File: src/rtl/sweeper_pkg.sv
// rtl/sweeper_pkg.sv - shared types and sizes for the truth-table sweeper
package sweeper_pkg;

  typedef enum logic [1:0] {
    IDLE  = 2'd0,
    DRIVE = 2'd1,
    DONE  = 2'd2
  } state_e;

  localparam int NUM_PATTERNS = 8;
  localparam int IDX_W        = 3;
  localparam int CNT_W        = 4;
  localparam int HOLD_W       = 8;

  localparam logic [IDX_W-1:0] LAST_IDX = IDX_W'(NUM_PATTERNS - 1);

endpackage

File: src/rtl/truth_table_sweeper_hold_timer.sv
// rtl/truth_table_sweeper_hold_timer.sv - per-pattern settle counter for the sweeper
module hold_timer
  import sweeper_pkg::*;
#(
  parameter int HOLD_CYCLES = 4
) (
  input  logic clk,
  input  logic rst_n,
  input  logic load,
  input  logic en,
  output logic expire
);

  localparam logic [HOLD_W-1:0] LAST_COUNT = HOLD_W'(HOLD_CYCLES - 1);

  logic [HOLD_W-1:0] count_q;

  // load wins over en so the closing cycle of a pattern restarts from zero
  always_ff @(posedge clk or negedge rst_n) begin
    if (!rst_n) begin
      count_q <= '0;
    end else if (load) begin
      count_q <= '0;
    end else if (en) begin
      count_q <= count_q + 1'b1;
    end
  end

  assign expire = (count_q == LAST_COUNT);

endmodule

File: src/rtl/truth_table_sweeper.sv
// rtl/truth_table_sweeper.sv - walks {a,b,c} through all patterns and captures q into a truth table
module truth_table_sweeper
  import sweeper_pkg::*;
#(
  parameter int HOLD_CYCLES = 4
) (
  input  logic                    clk,
  input  logic                    rst_n,
  input  logic                    start,
  input  logic                    q,
  output logic                    a,
  output logic                    b,
  output logic                    c,
  output logic                    busy,
  output logic                    done,
  output logic [NUM_PATTERNS-1:0] table_out,
  output logic [CNT_W-1:0]        ones_count
);

  state_e                  state_q;
  logic [IDX_W-1:0]        idx_q;
  logic [IDX_W-1:0]        idx_d;
  logic [IDX_W-1:0]        abc_q;
  logic                    busy_q;
  logic                    done_q;
  logic [NUM_PATTERNS-1:0] table_q;
  logic [NUM_PATTERNS-1:0] table_d;
  logic [CNT_W-1:0]        ones_q;
  logic [CNT_W-1:0]        ones_d;
  logic                    expire;
  logic                    timer_load;
  logic                    timer_en;

  always_comb begin
    timer_load     = ((state_q == IDLE) && start) || ((state_q == DRIVE) && expire);
    timer_en       = (state_q == DRIVE);
    idx_d          = idx_q + 1'b1;
    ones_d         = ones_q + CNT_W'(q);
    table_d        = table_q;
    table_d[idx_q] = q;
  end

  hold_timer #(
    .HOLD_CYCLES (HOLD_CYCLES)
  ) u_hold_timer (
    .clk    (clk),
    .rst_n  (rst_n),
    .load   (timer_load),
    .en     (timer_en),
    .expire (expire)
  );

  // q is sampled on the closing edge of each pattern, while {a,b,c} still equals idx
  always_ff @(posedge clk or negedge rst_n) begin
    if (!rst_n) begin
      state_q <= IDLE;
      idx_q   <= '0;
      abc_q   <= '0;
      busy_q  <= 1'b0;
      done_q  <= 1'b0;
      table_q <= '0;
      ones_q  <= '0;
    end else begin
      case (state_q)
        IDLE: begin
          if (start) begin
            state_q <= DRIVE;
            idx_q   <= '0;
            abc_q   <= '0;
            busy_q  <= 1'b1;
            table_q <= '0;
            ones_q  <= '0;
          end
        end
        DRIVE: begin
          if (expire) begin
            table_q <= table_d;
            ones_q  <= ones_d;
            if (idx_q == LAST_IDX) begin
              state_q <= DONE;
              abc_q   <= '0;
              busy_q  <= 1'b0;
              done_q  <= 1'b1;
            end else begin
              idx_q <= idx_d;
              abc_q <= idx_d;
            end
          end
        end
        DONE: begin
          state_q <= IDLE;
          done_q  <= 1'b0;
        end
        default: begin
          state_q <= IDLE;
          busy_q  <= 1'b0;
          done_q  <= 1'b0;
          abc_q   <= '0;
        end
      endcase
    end
  end

  assign {a, b, c}  = abc_q;
  assign busy       = busy_q;
  assign done       = done_q;
  assign table_out  = table_q;
  assign ones_count = ones_q;

endmodule
File: config.mk
export PLATFORM = sky130hd
export DESIGN_NAME = truth_table_sweeper
export DESIGN_NICKNAME = d
export VERILOG_FILES = /design/src/rtl/sweeper_pkg.sv /design/src/rtl/truth_table_sweeper_hold_timer.sv /design/src/rtl/truth_table_sweeper.sv
export SDC_FILE = /design/constraint.sdc
export NUM_CORES = 1
export LEC_CHECK = 0
export CAP_MARGIN = 0
export CORE_MARGIN = 8
export CORE_UTILIZATION = 50
export CTS_CLUSTER_DIAMETER = 120
export CTS_CLUSTER_SIZE = 24
export DETAILED_ROUTE_END_ITERATION = 6
export GPL_ROUTABILITY_DRIVEN = 0
export HOLD_SLACK_MARGIN = 0.05
export PLACE_DENSITY = 0.78
export RECOVER_POWER = 50
export SLEW_MARGIN = 20
export SYNTH_ARGS = -nofsm -noshare
export SYNTH_HDL_FRONTEND = slang
export SYNTH_SLANG_ARGS = --single-unit
export TNS_END_PERCENT = 10
File: constraint.sdc
create_clock -name clk -period 4.22 [get_ports clk]
set_input_delay 0.633 -clock clk [delete_from_list [all_inputs] [get_ports clk]]
set_output_delay 0.633 -clock clk [all_outputs]
set_load 0.03 [all_outputs]
==> key figures <==
Detailed routing
  – Violation count after the first detailed-routing iteration: 74
  – Total number of vias: 1330
  – WL final: 3680 um
  – First-pass detailed-route iteration total: 4
  – Avg Vias per Cell: 5.88
  – Detail Route Antenna Nets: 0
  – Final routed DRC violation total: 0
  – Mean routed wirelength per cell: 16.3 um

GRT
  – Pin count of the biggest net entering global routing: 27
  – Via count of the first global-routing pass: 1412
  – Antenna violations before repair: 0
  – Wire length of the first global-routing pass: 6510 um
  – Overall fraction of global-route tracks in use: 0.157
  – Aggregate global routing overflow: 0

Power
  – Worst voltage drop across the vdd grid: 0.000342 V
  – Combinational group share of total power: 0.481
  – Sw Share: 0.438
  – Power density cells: 672 mW/mm^2
  – Total net switching power: 555 uW
  – Reported leakage power: 0.000881 uW
  – Clk network pwr share: 0.139
  – Relative contribution of sequential cells to total power: 0.380
  – Power Internal: 713 uW

CTS
  – Insertion delay to the later sink of the worst-skew pair: 0.33 ns
  – Maximum buffer depth of the clock tree: 2
  – Post-cts gate resize count: 0
  – Clock transition at the registers of the reported paths: 0.09 ns
  – Total CTS buffers: 5
  – Post-CTS setup buffer count: 0
  – CTS tree: done
  – Clock sink total: 30
  – Clock root cell: sky130_fd_sc_hd__clkbuf_4
  – CTS Hold Bufs: 0
  – CTS H-tree lvls: 2

Synthesis
  – Number of instances in the synthesized netlist: 160
  – Count of flip-flops with a built-in enable after synthesis: 0
  – Fraction of registers with async set or reset after synthesis: 1.00
  – Main flop type after synthesis: sky130_fd_sc_hd__dfrtp_1
  – Number of distinct library cells after synthesis: 41
  – Total of flip-flops plus latches after synthesis: 30
  – Area share of the largest cell type after synthesis: 0.464
  – Synth cell count leaders: sky130_fd_sc_hd__dfrtp_1 (30), sky130_fd_sc_hd__nand2_1 (19), sky130_fd_sc_hd__nand4_1 (11), sky130_fd_sc_hd__o21ai_0 (11), sky130_fd_sc_hd__mux2i_1 (10)
  – Dominant cell type by area after synthesis: sky130_fd_sc_hd__dfrtp_1
  – Average instance area after synthesis: 10.1 sq um
  – Top cells by area, synth: sky130_fd_sc_hd__dfrtp_1 (46%), sky130_fd_sc_hd__mux2i_1 (6.2%), sky130_fd_sc_hd__nand2_1 (4.4%), sky130_fd_sc_hd__nand4_1 (4.3%), sky130_fd_sc_hd__ha_1 (3.9%)
  – Syn Std Cell Area: 0.00162 sq mm
  – Seq/Total Area, Yosys: 0.464
  – Number of synthesis warnings: 0
  – Dominant cell by count in the synthesized netlist: sky130_fd_sc_hd__dfrtp_1
  – Synthesized netlist net count: 169

STA
  – Final worst path period need: 2.04 ns
  – Final setup violation count: 0
  – Rel. slew slack: 0.0479
  – RSZ-0062 raised after global routing: false
  – Final period util: 0.485
  – Achievable frequency: 489 MHz
  – Final Hold Vio Count: 0
  – Maximum clock skew at final layout: 0.0112 ns
  – Sum of negative setup slack: 0 ns
  – Measured slew at the worst slew-check pin: 1.43 ns
  – Final setup margin: 2.18 ns
  – Final Max Slew Viols: 0

Worst setup path
  – Capturing element type of the critical path: output port
  – Worst-path fanout max: 4
  – Critical-path top delay cell: sky130_fd_sc_hd__clkdlybuf4s50_1
  – Data arrival time of the critical path: 1.41 ns
  – Startpoint kind of the worst setup timing path: flop
  – Cells along the critical path: clkdlybuf4s50_1
  – Largest delay share family, worst path: buffers and inverters
  – Data required time at the worst endpoint: 3.59 ns
  – Largest incremental delay on the critical path: 0.69 ns
  – Buffering stage count on the worst path with inverters included: 1
  – Worst Path Class, Setup: reg -> out

Final layout
  – Ant. Diodes: 0
  – Share of layout cells above drive strength 1: 0.0769
  – Net count reported at finish: 190
  – Layout overhead on the synthesized area: 16.7%

Floorplanning
  – Number of top-level design ports: 21
  – Horiz. Die Dim: 72.9 um
  – Height of the die: 72.9 um
  – Num rows: 20
  – Floorplan die area: 0.00531 sq mm
  – Initial standard-cell utilization of the core: 0.526
  – Core area: 0.00308 sq mm

Status
  – Result of the run: complete, no violations

Place
  – Buffers added on ports: 20
  – Worst setup slack after placement: 2.00 ns
  – Half-perimeter wire length of the detailed placement result: 2650 um

Flow run
  – Max-cap violations: 0

Worst hold path
  – Worst hold path class: reg -> reg
-- final timing paths --
| check | start | end | slack, ns | depth (start not counted) |
|---|---|---|---|---|
| worst max register to register | u_hold_timer.count_q[0] | table_out[6] | 2.25 | 5 |
| worst min register to register | done | done | 0.53 | 1 |
| worst min-delay path | done | done | 0.53 | 1 |
| worst max-delay path | ones_count[1] | ones_count[1] | 2.18 | 1 |
| min in group asynchronous | rst_n | u_hold_timer.count_q[5] | 0.62 | 1 |
| max in group asynchronous | rst_n | u_hold_timer.count_q[1] | 2.76 | 1 |
-- sequential cells by signal, indices dropped and copies added (netlist names) --
signal                flops
abc_q                     3
busy                      1
done                      1
idx_q                     3
ones_count                4
state_q                   2
table_out                 8
u_hold_timer.count_q      8
-- power by group through the flow --
| stage | combinational [uW] | clock (uW) | sequential, uW |
|---|---|---|---|
| 2_1_floorplan | 328 | 0 | 571 |
| 3_3_place_gp | 601 | 0 | 477 |
| 3_5_place_dp | 621 | 0 | 485 |
| 4_1_cts | 626 | 181 | 480 |
| 5_1_grt | 675 | 195 | 493 |
| 6_report | 610 | 176 | 482 |
-- through the flow --
| step | total power [uW] | hold WS, ns | util | cell area [sq um] | cells |
|---|---|---|---|---|---|
| after floorplan | 899 | 0.337 | - | 1620 | 160 |
| after CTS | 1290 | 0.311 | 0.619 | 1900 | 226 |
| after detailed placement | 1110 | 0.516 | 0.599 | 1840 | 218 |
| after global placement | 1080 | 0.499 | 0.601 | 1850 | 218 |
| final | 1270 | 0.533 | 0.613 | 1890 | 226 |
| after global routing | 1360 | 0.542 | 0.613 | 1890 | 226 |
-- layout make-up --
type                            count  area [sq um]
Fill cell                         257          1190
Clock buffer                        7          55.1
Sequential cell                    30           751
Multi-Input combinational cell    116           791
Timing Repair Buffer               23           213
Tap cell                           44          55.1
Clock inverter                      1          5.00
Inverter                            5          18.8
-- per-layer routing --
| metal | vias to the layer above | routed length [um] | track usage |
|---|---|---|---|
| met5 | - | 0 | 0 |
| met4 | 0 | 46 | 0.0711 |
| met3 | 5 | 167 | 0.0453 |
| met2 | 29 | 1940 | 0.269 |
| met1 | 656 | 1520 | 0.174 |
| li1 | 640 | - | - |
-- placed cells by master, fill, tap and decap left out, types with 3 or more instances in the layout --
cell type                         netlist  routed
sky130_fd_sc_hd__ha_1                   5       5
sky130_fd_sc_hd__clkbuf_4               0       5
sky130_fd_sc_hd__nand2b_1               4       4
sky130_fd_sc_hd__clkdlybuf4s50_1        0      19
sky130_fd_sc_hd__clkbuf_1               6       3
sky130_fd_sc_hd__nor3b_1                3       3
sky130_fd_sc_hd__nand4_1               11      11
sky130_fd_sc_hd__dfrtp_1               30      30
sky130_fd_sc_hd__or3_1                  3       3
sky130_fd_sc_hd__nand3_1                9       9
sky130_fd_sc_hd__o21ai_0               11      11
sky130_fd_sc_hd__o211ai_1               3       3
sky130_fd_sc_hd__inv_1                  5       5
sky130_fd_sc_hd__nand2_1               19      19
sky130_fd_sc_hd__mux2i_1               10      10
sky130_fd_sc_hd__a21oi_1                9       9
-- logic make-up after synthesis --
family / share of synthesized area
buffers and inverters: 0.0402
adders and majority gates: 0.0387
xor gates and xnor gates: 0.00541
AOI/OAI and AO/OA: 0.117
muxes: 0.0619
DFF: 0.464
and+or+nand+nor: 0.273
Note: power is estimated with default switching activity, not from simulation.
